## src/rtl/compressor_seq_ctrl.sv

```systemverilog
// Bit-serial 17-operand adder: one bit column per cycle goes through a column
// compressor, and the column carry is fed back into the next column.
module compressor_seq_ctrl #(
    parameter int W = 16
) (
    input  logic              clk_i,
    input  logic              rst_n_i,
    input  logic              in_valid_i,
    output logic              in_ready_o,
    input  logic [17*W-1:0]   ops_i,
    input  logic              abort_i,
    output logic              out_valid_o,
    input  logic              out_ready_i,
    output logic [W+4:0]      sum_o,
    output logic              busy_o
);

    localparam int NOPS = 17;
    localparam int SW   = W + 5;
    localparam int CW   = $clog2(SW);

    localparam logic [1:0] IDLE = 2'd0;
    localparam logic [1:0] RUN  = 2'd1;
    localparam logic [1:0] DONE = 2'd2;

    localparam logic [CW-1:0] LAST_COL = CW'(SW - 1);

    logic [1:0]         state_q, state_d;
    logic [CW-1:0]      cnt_q, cnt_d;
    logic [4:0]         carry_q, carry_d;
    logic [SW-1:0]      sum_q, sum_d;
    logic [NOPS*W-1:0]  ops_q, ops_d;
    logic               out_valid_q, out_valid_d;

    logic [NOPS-1:0]    colBits;
    logic [W-1:0]       shifted;
    logic [5:0]         colTotal;

    // Column k holds bit k of every operand; shifting past the operand width
    // naturally yields zero for the upper W..W+4 columns.
    always_comb begin
        colBits  = '0;
        shifted  = '0;
        colTotal = 6'(carry_q);
        for (int j = 0; j < NOPS; j++) begin
            shifted    = ops_q[j*W +: W] >> cnt_q;
            colBits[j] = shifted[0];
            colTotal   = colTotal + 6'(colBits[j]);
        end
    end

    always_comb begin
        state_d     = state_q;
        cnt_d       = cnt_q;
        carry_d     = carry_q;
        sum_d       = sum_q;
        ops_d       = ops_q;
        out_valid_d = out_valid_q;
        case (state_q)
            IDLE: begin
                if (in_valid_i) begin
                    ops_d   = ops_i;
                    cnt_d   = '0;
                    carry_d = '0;
                    sum_d   = '0;
                    state_d = RUN;
                end
            end
            RUN: begin
                if (abort_i) begin
                    state_d = IDLE;
                end else begin
                    sum_d[cnt_q] = colTotal[0];
                    carry_d      = colTotal[5:1];
                    if (cnt_q == LAST_COL) begin
                        state_d = DONE;
                    end else begin
                        cnt_d = cnt_q + 1'b1;
                    end
                end
            end
            DONE: begin
                // Abort takes priority over a pending handshake: the result is dropped.
                if (abort_i || (out_valid_q && out_ready_i)) begin
                    state_d     = IDLE;
                    out_valid_d = 1'b0;
                end else begin
                    out_valid_d = 1'b1;
                end
            end
            default: begin
                state_d     = IDLE;
                out_valid_d = 1'b0;
            end
        endcase
    end

    always_ff @(posedge clk_i or negedge rst_n_i) begin
        if (!rst_n_i) begin
            state_q     <= IDLE;
            cnt_q       <= '0;
            carry_q     <= '0;
            sum_q       <= '0;
            ops_q       <= '0;
            out_valid_q <= 1'b0;
        end else begin
            state_q     <= state_d;
            cnt_q       <= cnt_d;
            carry_q     <= carry_d;
            sum_q       <= sum_d;
            ops_q       <= ops_d;
            out_valid_q <= out_valid_d;
        end
    end

    assign in_ready_o  = (state_q == IDLE);
    assign busy_o      = (state_q == RUN);
    assign out_valid_o = out_valid_q;
    assign sum_o       = sum_q;

endmodule

```

## config.mk

```make
export PLATFORM = sky130hd
export DESIGN_NAME = compressor_seq_ctrl
export DESIGN_NICKNAME = d
export VERILOG_FILES = /design/src/rtl/compressor_seq_ctrl.sv
export SDC_FILE = /design/constraint.sdc
export NUM_CORES = 1
export LEC_CHECK = 0
export CORE_MARGIN = 2
export CORE_UTILIZATION = 35
export DETAILED_ROUTE_END_ITERATION = 6
export GPL_TIMING_DRIVEN = 1
export PLACE_DENSITY = 0.65
export SYNTH_ARGS = -nofsm -noshare
export SYNTH_HDL_FRONTEND = slang
export SYNTH_SLANG_ARGS = --single-unit
```

## constraint.sdc

```tcl
create_clock -name clk_i -period 16.5 [get_ports clk_i]
set_clock_uncertainty 0.1 [all_clocks]
set_input_delay 4.125 -clock clk_i [delete_from_list [all_inputs] [get_ports clk_i]]
set_output_delay 4.125 -clock clk_i [all_outputs]
set_load 0.005 [all_outputs]
```

Yosys cells after proc, flatten, opt, wreduce, memory -nomap -nowiden. Index checks and enable logic that the tools add are counted.

Register bits: 306. Input bits: 277.

Add/subtract/negate cells: 18. Order comparisons: 2. Eq/ne operators: 8. Shift operators: 17. Mux-type cells: 19. Reductions and logical operators: 10.

Operators by type and width (count): 16-bit by 5-bit right shift with 1-bit output (17); 6-bit by 1-bit adder with 6-bit output (16); 21-bit two-way mux (2); 21-bit one-hot mux with 2 select lines (1); 21-bit bitwise mux (1); 5-bit two-way mux (4); 5-bit one-hot mux with 2 select lines (2); 2-bit two-way mux (4); 2-bit != test (second input constant) (4); 5-bit by 1-bit adder with 6-bit output (1); 5-bit by 6-bit less-than comparator with 1-bit output (second input constant) (1); 2-bit one-hot mux with 3 select lines (1); 3-bit AND reduction (2); 5-bit by 1-bit adder with 5-bit output (second input constant) (1); 1-bit demux with 5-bit select (1); 5-bit == test (second input constant) (1); 5-bit by 1-bit >= comparator with 1-bit output (second input constant) (1); 4-bit AND reduction (1); 3-bit by 2-bit != test with 1-bit output (second input constant) (1); 2-bit by 1-bit == test with 1-bit output (second input constant) (1); 2-bit == test (second input constant) (1); 1-bit logical AND (2); 2-bit logical NOT (1); 1-bit two-way mux (2); 5 further kinds (5).

Longest topological paths before layout. Gate-level depths: netlist (run 1).

Word-level depth: 21. Mapped depth: 19. Depth with buffers taken out: 17.

Worst setup path before layout (run 1). No wires, ideal clock.

Path kind: reg-to-reg. From: register cnt_q[1]. To: register carry_q[3]. Arrival: 5.436 ns. Data required time: 16.273 ns. Slack: 10.838 ns. Cell stages (with the launch flop): 20. Path buffers: 3. Period minus slack after synthesis: 5.662 ns. Path through: dfrtp_1 buf_2 clkbuf_1 buf_2 mux4_2 a22oi_1 nand2_1 fa_1 inv_1 fa_1 fa_1 fa_1 fa_1 inv_1 ha_1 fa_1 a21o_1 a21oi_1 xor2_1 o21ai_0.

Cells in the longest elaborated chain, start to end: 20. Elaborated cells between the ends (all ways): 36. Classes of those cells: 17 x add/sub; 17 x shift; 2 x mux.

Ends and longest elaborated chain: from (decl) (RTL line 29) `logic [CW-1:0] cnt_q, cnt_d;`; from (signal assigned) (RTL line 108) `cnt_q <= cnt_d;`; 16-bit by 5-bit right shift with 1-bit output (RTL line 46) `shifted = ops_q[j*W +: W] >> cnt_q;`; 5-bit by 1-bit adder with 6-bit output (RTL line 48) `colTotal = colTotal + 6'(colBits[j]);`; 6-bit by 1-bit adder with 6-bit output (15 in series) (RTL line 48); 6-bit by 1-bit adder with 6-bit output * (RTL line 48); 5-bit two-way mux * (RTL line 70) `if (abort_i) begin`; 5-bit one-hot mux with 2 select lines * (RTL line 59) `case (state_q)`; to (signal assigned) (RTL line 109) `carry_q <= carry_d;`; to (decl) (RTL line 30) `logic [4:0] carry_q, carry_d;`.

Mark *: on every way between the ends. The rest lies on a longest branch, timed or not. The select of a mux whose other input is x is not followed. A chain may end at the register's enable or synchronous reset.

Worst setup path after layout (run 1).
From: register cnt_q[0]. To: register carry_q[3].

Same word-level chain as after synthesis.

==> results of run 1 <==
power by group:
| group | switching, mW | internal (mW) |
|---|---|---|
| clock network | 0.310 | 0.472 |
| registers | 0.101 | 0.900 |
| logic | 0.720 | 0.640 |
| total | 1.13 | 2.01 |
registers in the layout (all words and copies together) (netlist names):
signal / cells
sum_o: 21
ops_q: 272
state_q: 2
out_valid_o: 1
carry_q: 5
cnt_q: 5
layer usage:
layer  up-vias  GRT usage, %
met4         0          5.69
met5         -             0
met1      5578          26.8
li1       5427             -
met3        67          3.77
met2       315          30.8
worst register-to-register path, delay by kind of cell, from the launching register on:
| kind | cells | cell delay, ps |
|---|---|---|
| DFF | 1 | 920 |
| xor gates and xnor gates | 1 | 160 |
| muxes | 1 | 640 |
| AOI/OAI and AO/OA | 5 | 990 |
| buffers and inverters | 2 | 770 |
| adders and majority gates | 7 | 3230 |
cell type report:
| class | count | area (um2) | share of cell area [%] |
|---|---|---|---|
| flip-flops and latches | 306 | 7660 | 40.4 |
| multi-input cells | 1087 | 6300 | 33.2 |
| repair buffers | 315 | 3120 | 16.5 |
| clock buffers | 53 | 1060 | 5.57 |
| well taps | 532 | 666 | 3.51 |
| clock inverters | 7 | 90.1 | 0.475 |
| inverters | 16 | 60.1 | 0.317 |
kinds of logic after synthesis:
group | after synthesis | synth area share (%)
simple gates | 866 | 23.2
flops | 306 | 53.0
compound gates | 121 | 5.82
buf+inv | 110 | 3.59
mux | 69 | 11.2
fa+ha+maj | 29 | 3.13
xor+xnor | 2 | 0.121
placed cells by master (no fill, tap or decap), drive strengths merged, types with 8 or more instances in the layout:
master,synthesis,final
o21ai,49,49
buf,43,16
a21oi,25,25
a22oi,11,11
inv,16,16
clkdlybuf4s50,0,299
a221oi,12,12
mux4,68,68
fa,12,12
nand2,833,833
dfrtp,306,306
clkbuf,51,53
a22o,12,12
ha,17,17
nor3b,8,8
per-stage QoR:
step           util (%)  power [mW]  hold WS (ps)  worst slack (ps)
3_5_place_dp       43.6        2.40           355              9430
3_3_place_gp       43.6        2.35           349              9450
6_report           46.4        3.14           366              9550
2_1_floorplan         -        1.98           337             10840
5_1_grt            46.4        3.42           381              9150
4_1_cts            46.4        3.20           369              9400
how the worst min path moves through the flow:
stage,endpoint,cells after the start
6_report,ops_q[9],2
5_1_grt,ops_q[122],2
4_1_cts,ops_q[9],2
3_5_place_dp,ops_q[9],2
3_3_place_gp,ops_q[9],2
2_1_floorplan,ops_q[117],2
==> flow_metrics.py, run 1 <==
metrics = {
    "placement": {
        "dp.cells": 2256,
        "dp_hpwl_um": 27500,
        "place_area_um2": 17800,
        "numPortBuffers": 300,
        "globalplace.congestion": 0.803,
    },
    "logic_synthesis": {
        "synth_most_common_cell": "nand2_1",
        "yosysWarnings": 0,
        "ys.flop_type": "dfrtp_1",
        "synth.largest_area_cell": "dfrtp_1",
        "synth_area_um2": 14500,
        "synth-edff-count": 0,
        "avgSynthCellArea_um2": 9.62,
        "yosysSeqAreaShare_pct": 53.0,
        "ys_ff_latch": 306,
        "async_flop_share_pct": 100,
        "syn-instance-count": 1503,
        "ys_top_cells_by_count": "nand2_1, dfrtp_1, clkbuf_1",
        "synth_top_area_share_pct": 53.0,
        "synthesis.nets": 1809,
        "ys_types": 47,
        "netlist_top_cells_area": "dfrtp_1, nand2_1, mux4_2, mux4_1, fa_1",
    },
    "clock_tree": {
        "hold_buffers": 0,
        "clk_latency_ps": 530,
        "cts_htree_levels": 2,
        "clk_root_buffer_cell": "clkbuf_16",
        "clk_path_buf_depth": 3,
        "path_clk_slew_ps": 60,
        "cts_resized": 0,
        "tritoncts_num_sinks": 306,
        "post-cts-setup-buffers": 0,
        "cts_tree": "built",
        "cts_buffers": 36,
    },
    "layout": {
        "final_cell_area_um2": 19000,
        "num_antenna_cells": 0,
        "fill_cells": 3851,
        "drive_above_1_share_pct": 7.90,
        "area_growth_pct": 31.2,
        "fin_cells": 2316,
        "nets": 2068,
    },
    "critical_path": {
        "path_delay_family": "adder cells",
        "cp_slowest_stage_delay_ps": 920,
        "critPathArrivalTime_ps": 7260,
        "path_class": "reg -> reg",
        "cp-end-kind": "flop",
        "path_common_cell": "fa_1",
        "critPathSlowestCell": "dfrtp_4",
        "r2r_cells": 16,
        "reg2reg_from": "cnt_q[0]",
        "rrSetupSlack_ps": 9550,
        "worstPathMaxFanout": 37,
        "critPathLaunchType": "flop",
        "cp.depth": 16,
        "startpoint": "cnt_q[0]",
        "crit_required_ps": 16810,
        "path_buf_inv": 2,
        "path_cells": "buf_4 > mux4_2 > a22o_1 > a221oi_2 > fa_1 > fa_1 > fa_1 > fa_1 > fa_1 > inv_1 > ha_1 > fa_1 > a21o_1 > a21oi_1 > xor2_1 > o21ai_0",
        "timing.rr.end": "carry_q[3]",
        "setup.worst_path.end": "carry_q[3]",
    },
    "global_routing": {
        "grt_first_pass_wirelength_um": 66000,
        "grt_antenna_before_repair": 0,
        "grt_overflow": 0,
        "grt_max_degree": 116,
        "grt_pass1_vias": 11987,
        "grt_use_total_pct": 19.3,
    },
    "drt": {
        "route.detailed.drc": 0,
        "drt-met1-wl_um": 18300,
        "top_layer_used": "met4",
        "detail_route.wl_per_cell_um": 17.5,
        "num_vias": 11387,
        "met2_length_um": 19100,
        "drtPass1Iterations": 5,
        "wl_met3_um": 2120,
        "viasPerCell": 4.92,
        "ant_nets": 0,
        "drt_iter0_drc": 795,
        "wl_um": 40600,
    },
    "hold_path": {
        "min_path_type": "reg -> reg",
        "min_from": "ops_q[9]",
    },
    "run": {
        "cap_violations": 0,
    },
    "timing": {
        "fin_crit_ps": 6950,
        "rsz0062_at_grt": "no",
        "post-route-period-util_pct": 42.1,
        "fmax_ghz": 0.144,
        "fin_setup_tns_ps": 0,
        "maxSlewViolCount": 0,
        "max_slew_margin_pct": 22.6,
        "setup-violations-final": 0,
        "hold_viol_final": 0,
        "worst_pin_slew_ps": 1160,
    },
    "die": {
        "coreArea_um2": 40800,
        "die_w_um": 207,
        "ios": 301,
        "dieArea_um2": 42900,
        "initial_core_util_pct": 35.4,
        "die_h_um": 207,
        "rows": 74,
    },
    "outcome": {
        "status": "complete, no violations",
    },
    "power_and_ir_drop": {
        "total_leakage_power_nw": 9.13,
        "ir_worst_vdd_mv": 0.240,
        "power_density_nw_per_um2": 166,
    },
}
Note: power is estimated with default switching activity, not from simulation.
==> run 2, diff against run 1 <==
Clock period 16.5 ns to 6.9 ns, I/O delays scaled along.
==> run 2 against run 1 <==
Final cell count grew 0.22%. Sequential share of layout area shrank 0.55 points. Non-clock buffer count grew 4. Clock power grew to 2.6 times the previous value. Combinational power grew 140%. Utilization grew 0.64 points. Critical path depth grew 1. Register-to-register slack lost 8800 ps. Final area grew 1.4%. Critical path type unchanged. Largest cell class unchanged.
==> flow_metrics.py, run 2 (synthesized netlist as in run 1, its figures left out) <==
metrics = {
    "timing": {
        "hold_viol_final": 0,
        "fmax_ghz": 0.163,
        "max_slew_margin_pct": 30.4,
        "fin_setup_tns_ps": 0,
        "post-route-period-util_pct": 88.7,
        "setup-violations-final": 0,
        "maxSlewViolCount": 0,
        "rsz0062_at_grt": "no",
        "fin_crit_ps": 6120,
        "worst_pin_slew_ps": 1040,
    },
    "clock_tree": {
        "cts_tree": "built",
        "tritoncts_num_sinks": 306,
        "cts_resized": 0,
        "post-cts-setup-buffers": 0,
        "cts_htree_levels": 2,
        "clk_path_buf_depth": 3,
        "hold_buffers": 0,
        "clk_root_buffer_cell": "clkbuf_16",
        "clk_latency_ps": 520,
        "path_clk_slew_ps": 60,
        "cts_buffers": 35,
    },
    "layout": {
        "multi_input_area_um2": 6300,
        "layout_commonest_cell": "nand2_1",
        "largest_reg_flops": 272,
        "regMostFlops": "ops_q",
        "num_antenna_cells": 0,
        "seq_area_um2": 7660,
        "area_growth_pct": 33.0,
        "fill_cells": 3775,
        "utilization_pct": 47.1,
        "fin_cells": 2321,
        "layout_common_cells": "nand2_1, dfrtp_1, clkdlybuf4s50_1, mux4_2, o21ai_0",
        "drive_above_1_share_pct": 8.44,
        "nets": 2071,
    },
    "placement": {
        "numPortBuffers": 300,
        "globalplace.congestion": 0.828,
        "dp.cells": 2260,
        "dp_hpwl_um": 28600,
    },
    "critical_path": {
        "critPathArrivalTime_ps": 6420,
        "startpoint": "cnt_q[0]",
        "setup.worst_path.end": "carry_q[3]",
        "cp-end-kind": "flop",
        "r2r_cells": 17,
        "critPathLaunchType": "flop",
        "timing.rr.end": "carry_q[3]",
        "reg2reg_from": "cnt_q[0]",
        "rrSetupSlack_ps": 780,
        "crit_required_ps": 7200,
        "path_class": "reg -> reg",
        "worstPathMaxFanout": 17,
    },
    "hold_path": {
        "min_path_type": "reg -> reg",
    },
    "power_and_ir_drop": {
        "power_density_nw_per_um2": 399,
        "ir_worst_vdd_mv": 0.676,
        "total_leakage_power_nw": 9.26,
    },
    "global_routing": {
        "grt_use_total_pct": 19.1,
        "grt_max_degree": 158,
        "grt_first_pass_wirelength_um": 65500,
        "grt_antenna_before_repair": 0,
        "grt_pass1_vias": 11912,
        "grt_overflow": 0,
    },
    "die": {
        "dieArea_um2": 42900,
        "die_w_um": 207,
        "die_h_um": 207,
        "coreArea_um2": 40800,
        "initial_core_util_pct": 35.4,
        "rows": 74,
        "ios": 301,
    },
    "drt": {
        "drt_iter0_drc": 765,
        "ant_nets": 0,
        "drtPass1Iterations": 7,
        "num_vias": 11403,
        "wl_um": 41000,
        "viasPerCell": 4.91,
        "route.detailed.drc": 0,
        "detail_route.wl_per_cell_um": 17.7,
    },
    "run": {
        "cap_violations": 0,
    },
    "outcome": {
        "status": "complete, no violations",
    },
}
==> run 2: changes by cell type in the layout (fill, tap and decap cells not counted), sizes merged <==
cell / delta
bufinv: +5
buf: +4
clkbuf: -4
clkinvlp: -2
clkinv: +1
inv: +1
==> run 2: worst min-delay path by stage <==
stage,from,end,slack (ps),cells after the start
final,ops_q[159],ops_q[159],370,2
after global routing,ops_q[154],ops_q[154],390,2
after CTS,ops_q[84],ops_q[84],370,2
after detailed placement,ops_q[197],ops_q[197],360,2
after global placement,ops_q[87],ops_q[87],350,2
after floorplan,ops_q[117],ops_q[117],340,2
==> run 2: stage by stage <==
step	area [um2]	power, mW	worst slack (ps)	hold slack, ps
3_3_place_gp	17900	5.56	785	349
2_1_floorplan	14500	4.73	1240	337
4_1_cts	19200	7.78	692	371
6_report	19200	7.67	779	367
5_1_grt	19200	8.26	471	393
3_5_place_dp	17900	5.66	720	355
==> run 2: final cells by class <==
class | instances | share of cell area [%]
sequential | 306 | 39.9
tap | 532 | 3.46
inverter | 16 | 0.312
timing repair buffer | 319 | 16.8
clock inverter | 12 | 1.24
multi-input combinational | 1087 | 32.8
clock buffer | 49 | 5.47
==> run 2: critical path: stages (launching register included) <==
cell     delay (ps)
dfrtp_4         640
buf_4           300
mux4_1          570
a22oi_1         200
nand2_1         120
fa_1            580
inv_1            80
fa_1            510
fa_1            520
fa_1            530
fa_1            550
inv_1            50
ha_1            240
fa_1            410
a21o_1          190
a21oi_1         170
xor2_1          150
o21ai_0          80
==> run 2: report_power, final <==
part | switching (mW) | total (mW) | internal, mW
combinational | 1.67 | 3.21 | 1.54
sequential | 0.238 | 2.39 | 2.15
clock | 0.745 | 2.07 | 1.32
total | 2.65 | 7.67 | 5.02
==> run 2: layer usage <==
layer | GRT usage (%) | share of wire [%] | up-vias
li1 | - | - | 5433
met1 | 27.2 | 46 | 5585
met2 | 30.8 | 47 | 334
met3 | 2.78 | 4.6 | 51
met4 | 5.07 | 2.1 | 0
met5 | 0 | 0 | -
==> run 3, diff against run 2 <==
Settings changed: CORE_UTILIZATION 35 to 52, PLACE_DENSITY 0.65 to 0.88.
==> run 3 against run 2 <==
Flip-flop and latch count is the same. Worst hold slack gained 2.4 ps. Clock-buffer cell count shrank 8. Register-to-register slack lost 100 ps. Sequential power is essentially flat. Via count grew 4.4%. Maximum frequency shrank 1.6%. Critical path type unchanged. Critical endpoint unchanged.
==> flow_metrics.py, run 3 (synthesized netlist as in run 1, its figures left out) <==
metrics = {
    "drt": {
        "ant_nets": 0,
        "route.detailed.drc": 0,
        "num_vias": 11903,
        "viasPerCell": 5.50,
        "drtPass1Iterations": 6,
        "wl_um": 39700,
        "drt_iter0_drc": 1240,
        "detail_route.wl_per_cell_um": 18.4,
    },
    "power_and_ir_drop": {
        "seqPwrFrac_pct": 32.8,
        "ir_worst_vdd_mv": 0.566,
        "power_density_nw_per_um2": 394,
        "internal_power_mw": 4.66,
        "total_leakage_power_nw": 9.11,
        "p_sw_mw": 2.71,
        "p_total_mw": 7.38,
        "clock_power_share_pct": 22.3,
        "p_comb_share_pct": 44.9,
        "swShare_pct": 36.8,
    },
    "timing": {
        "fin_setup_tns_ps": 0,
        "setup-violations-final": 0,
        "post-route-period-util_pct": 90.2,
        "hold_viol_final": 0,
        "max_slew_margin_pct": 13.8,
        "fmax_ghz": 0.161,
        "fin_crit_ps": 6220,
        "rsz0062_at_grt": "no",
        "maxSlewViolCount": 0,
        "worst_pin_slew_ps": 1290,
    },
    "clock_tree": {
        "clk_path_buf_depth": 3,
        "cts_resized": 0,
        "cts_htree_levels": 1,
        "cts_buffers": 30,
        "clk_root_buffer_cell": "clkbuf_16",
        "path_clk_slew_ps": 70,
        "post-cts-setup-buffers": 0,
        "hold_buffers": 0,
        "cts_tree": "built",
        "clk_latency_ps": 550,
        "tritoncts_num_sinks": 306,
    },
    "critical_path": {
        "path_class": "reg -> reg",
        "startpoint": "cnt_q[1]",
        "path_common_cell": "fa_1",
        "reg2reg_from": "cnt_q[1]",
        "worstPathMaxFanout": 50,
        "crit_required_ps": 7220,
        "cp-end-kind": "flop",
        "rrSetupSlack_ps": 680,
        "path_cells": "buf_4 > mux4_2 > a22oi_1 > nand2_1 > fa_1 > inv_1 > fa_1 > fa_1 > fa_1 > fa_1 > inv_1 > ha_1 > fa_1 > a21o_1 > a21oi_1 > xor2_1 > o21ai_0",
        "critPathLaunchType": "flop",
        "critPathSlowestCell": "dfrtp_4",
        "cp_slowest_stage_delay_ps": 880,
        "critPathArrivalTime_ps": 6540,
    },
    "placement": {
        "dp_hpwl_um": 27700,
        "globalplace.congestion": 0.846,
        "dp.cells": 2106,
        "numPortBuffers": 300,
    },
    "die": {
        "die_w_um": 171,
        "dieArea_um2": 29200,
        "initial_core_util_pct": 52.5,
        "rows": 61,
        "coreArea_um2": 27600,
        "die_h_um": 171,
        "ios": 301,
    },
    "global_routing": {
        "grt_max_degree": 256,
        "grt_overflow": 0,
        "grt_first_pass_wirelength_um": 63100,
        "grt_use_total_pct": 27.7,
        "grt_pass1_vias": 12175,
        "grt_antenna_before_repair": 2,
    },
    "layout": {
        "fill_cells": 1952,
        "seq_area_um2": 7660,
        "fin_cells": 2163,
        "largest_reg_flops": 272,
        "regMostFlops": "ops_q",
        "layout_commonest_cell": "nand2_1",
        "area_growth_pct": 29.6,
        "layout_common_cells": "nand2_1, dfrtp_1, clkdlybuf4s50_1, mux4_2, o21ai_0",
        "nets": 2066,
        "drive_above_1_share_pct": 8.02,
        "multi_input_area_um2": 6300,
    },
    "hold_path": {
        "min_path_type": "reg -> reg",
        "min_from": "ops_q[178]",
    },
    "outcome": {
        "status": "complete, no violations",
    },
    "run": {
        "cap_violations": 0,
    },
}
[run 3: worst max-delay path, delay by kind of cell (launching register included)]
family	cells	cell delay (ps)
AOI/OAI and AO/OA	4	710
xor gates and xnor gates	1	200
muxes	1	330
DFF	1	880
buffers and inverters	3	490
and+or+nand+nor	1	90
adders and majority gates	7	3240
[run 3: path summary, 6_finish.rpt]
kind	endpoint	cells past startpoint
max	carry_q[3]	17
min	ops_q[178]	2
max reg2reg	carry_q[3]	17
min reg2reg	ops_q[178]	2
max in group asynchronous	ops_q[158]	2
min in group asynchronous	ops_q[209]	1
[run 3: metrics by stage]
| step | hold WS [ps] | worst slack (ps) | area (um2) | util [%] |
|---|---|---|---|---|
| floorplan | 337 | 1240 | 14500 | - |
| global placement | 349 | 870 | 17700 | 64.3 |
| detailed placement | 357 | 668 | 17700 | 64.3 |
| CTS | 372 | 665 | 18700 | 68.0 |
| global route | 386 | 451 | 18700 | 68.0 |
| finish | 369 | 679 | 18700 | 68.0 |
[run 3: layout make-up]
cell class	instances	share of cell area, %
clock buffers	41	4.61
multi-input cells	1087	33.7
repair buffers	319	17.2
clock inverters	14	0.721
well taps	378	2.53
inverters	16	0.321
diodes	2	0.0267
flip-flops and latches	306	40.9
[run 3: power groups by stage]
stage / Combinational (mW) / Sequential, mW / Clock [mW]
2_1_floorplan: 2.43 / 2.30 / 0
3_3_place_gp: 3.01 / 2.42 / 0
3_5_place_dp: 3.28 / 2.44 / 0
4_1_cts: 3.31 / 2.42 / 1.66
5_1_grt: 3.64 / 2.46 / 1.74
6_report: 3.31 / 2.42 / 1.65
[run 3: layer usage]
layer | track usage [%] | routed length (um) | share of wire [%]
met1 | 36.6 | 15500 | 39
met3 | 4.53 | 3030 | 7.6
met2 | 46.2 | 19500 | 49
met5 | 0 | 0 | 0
met4 | 11.3 | 1730 | 4.3
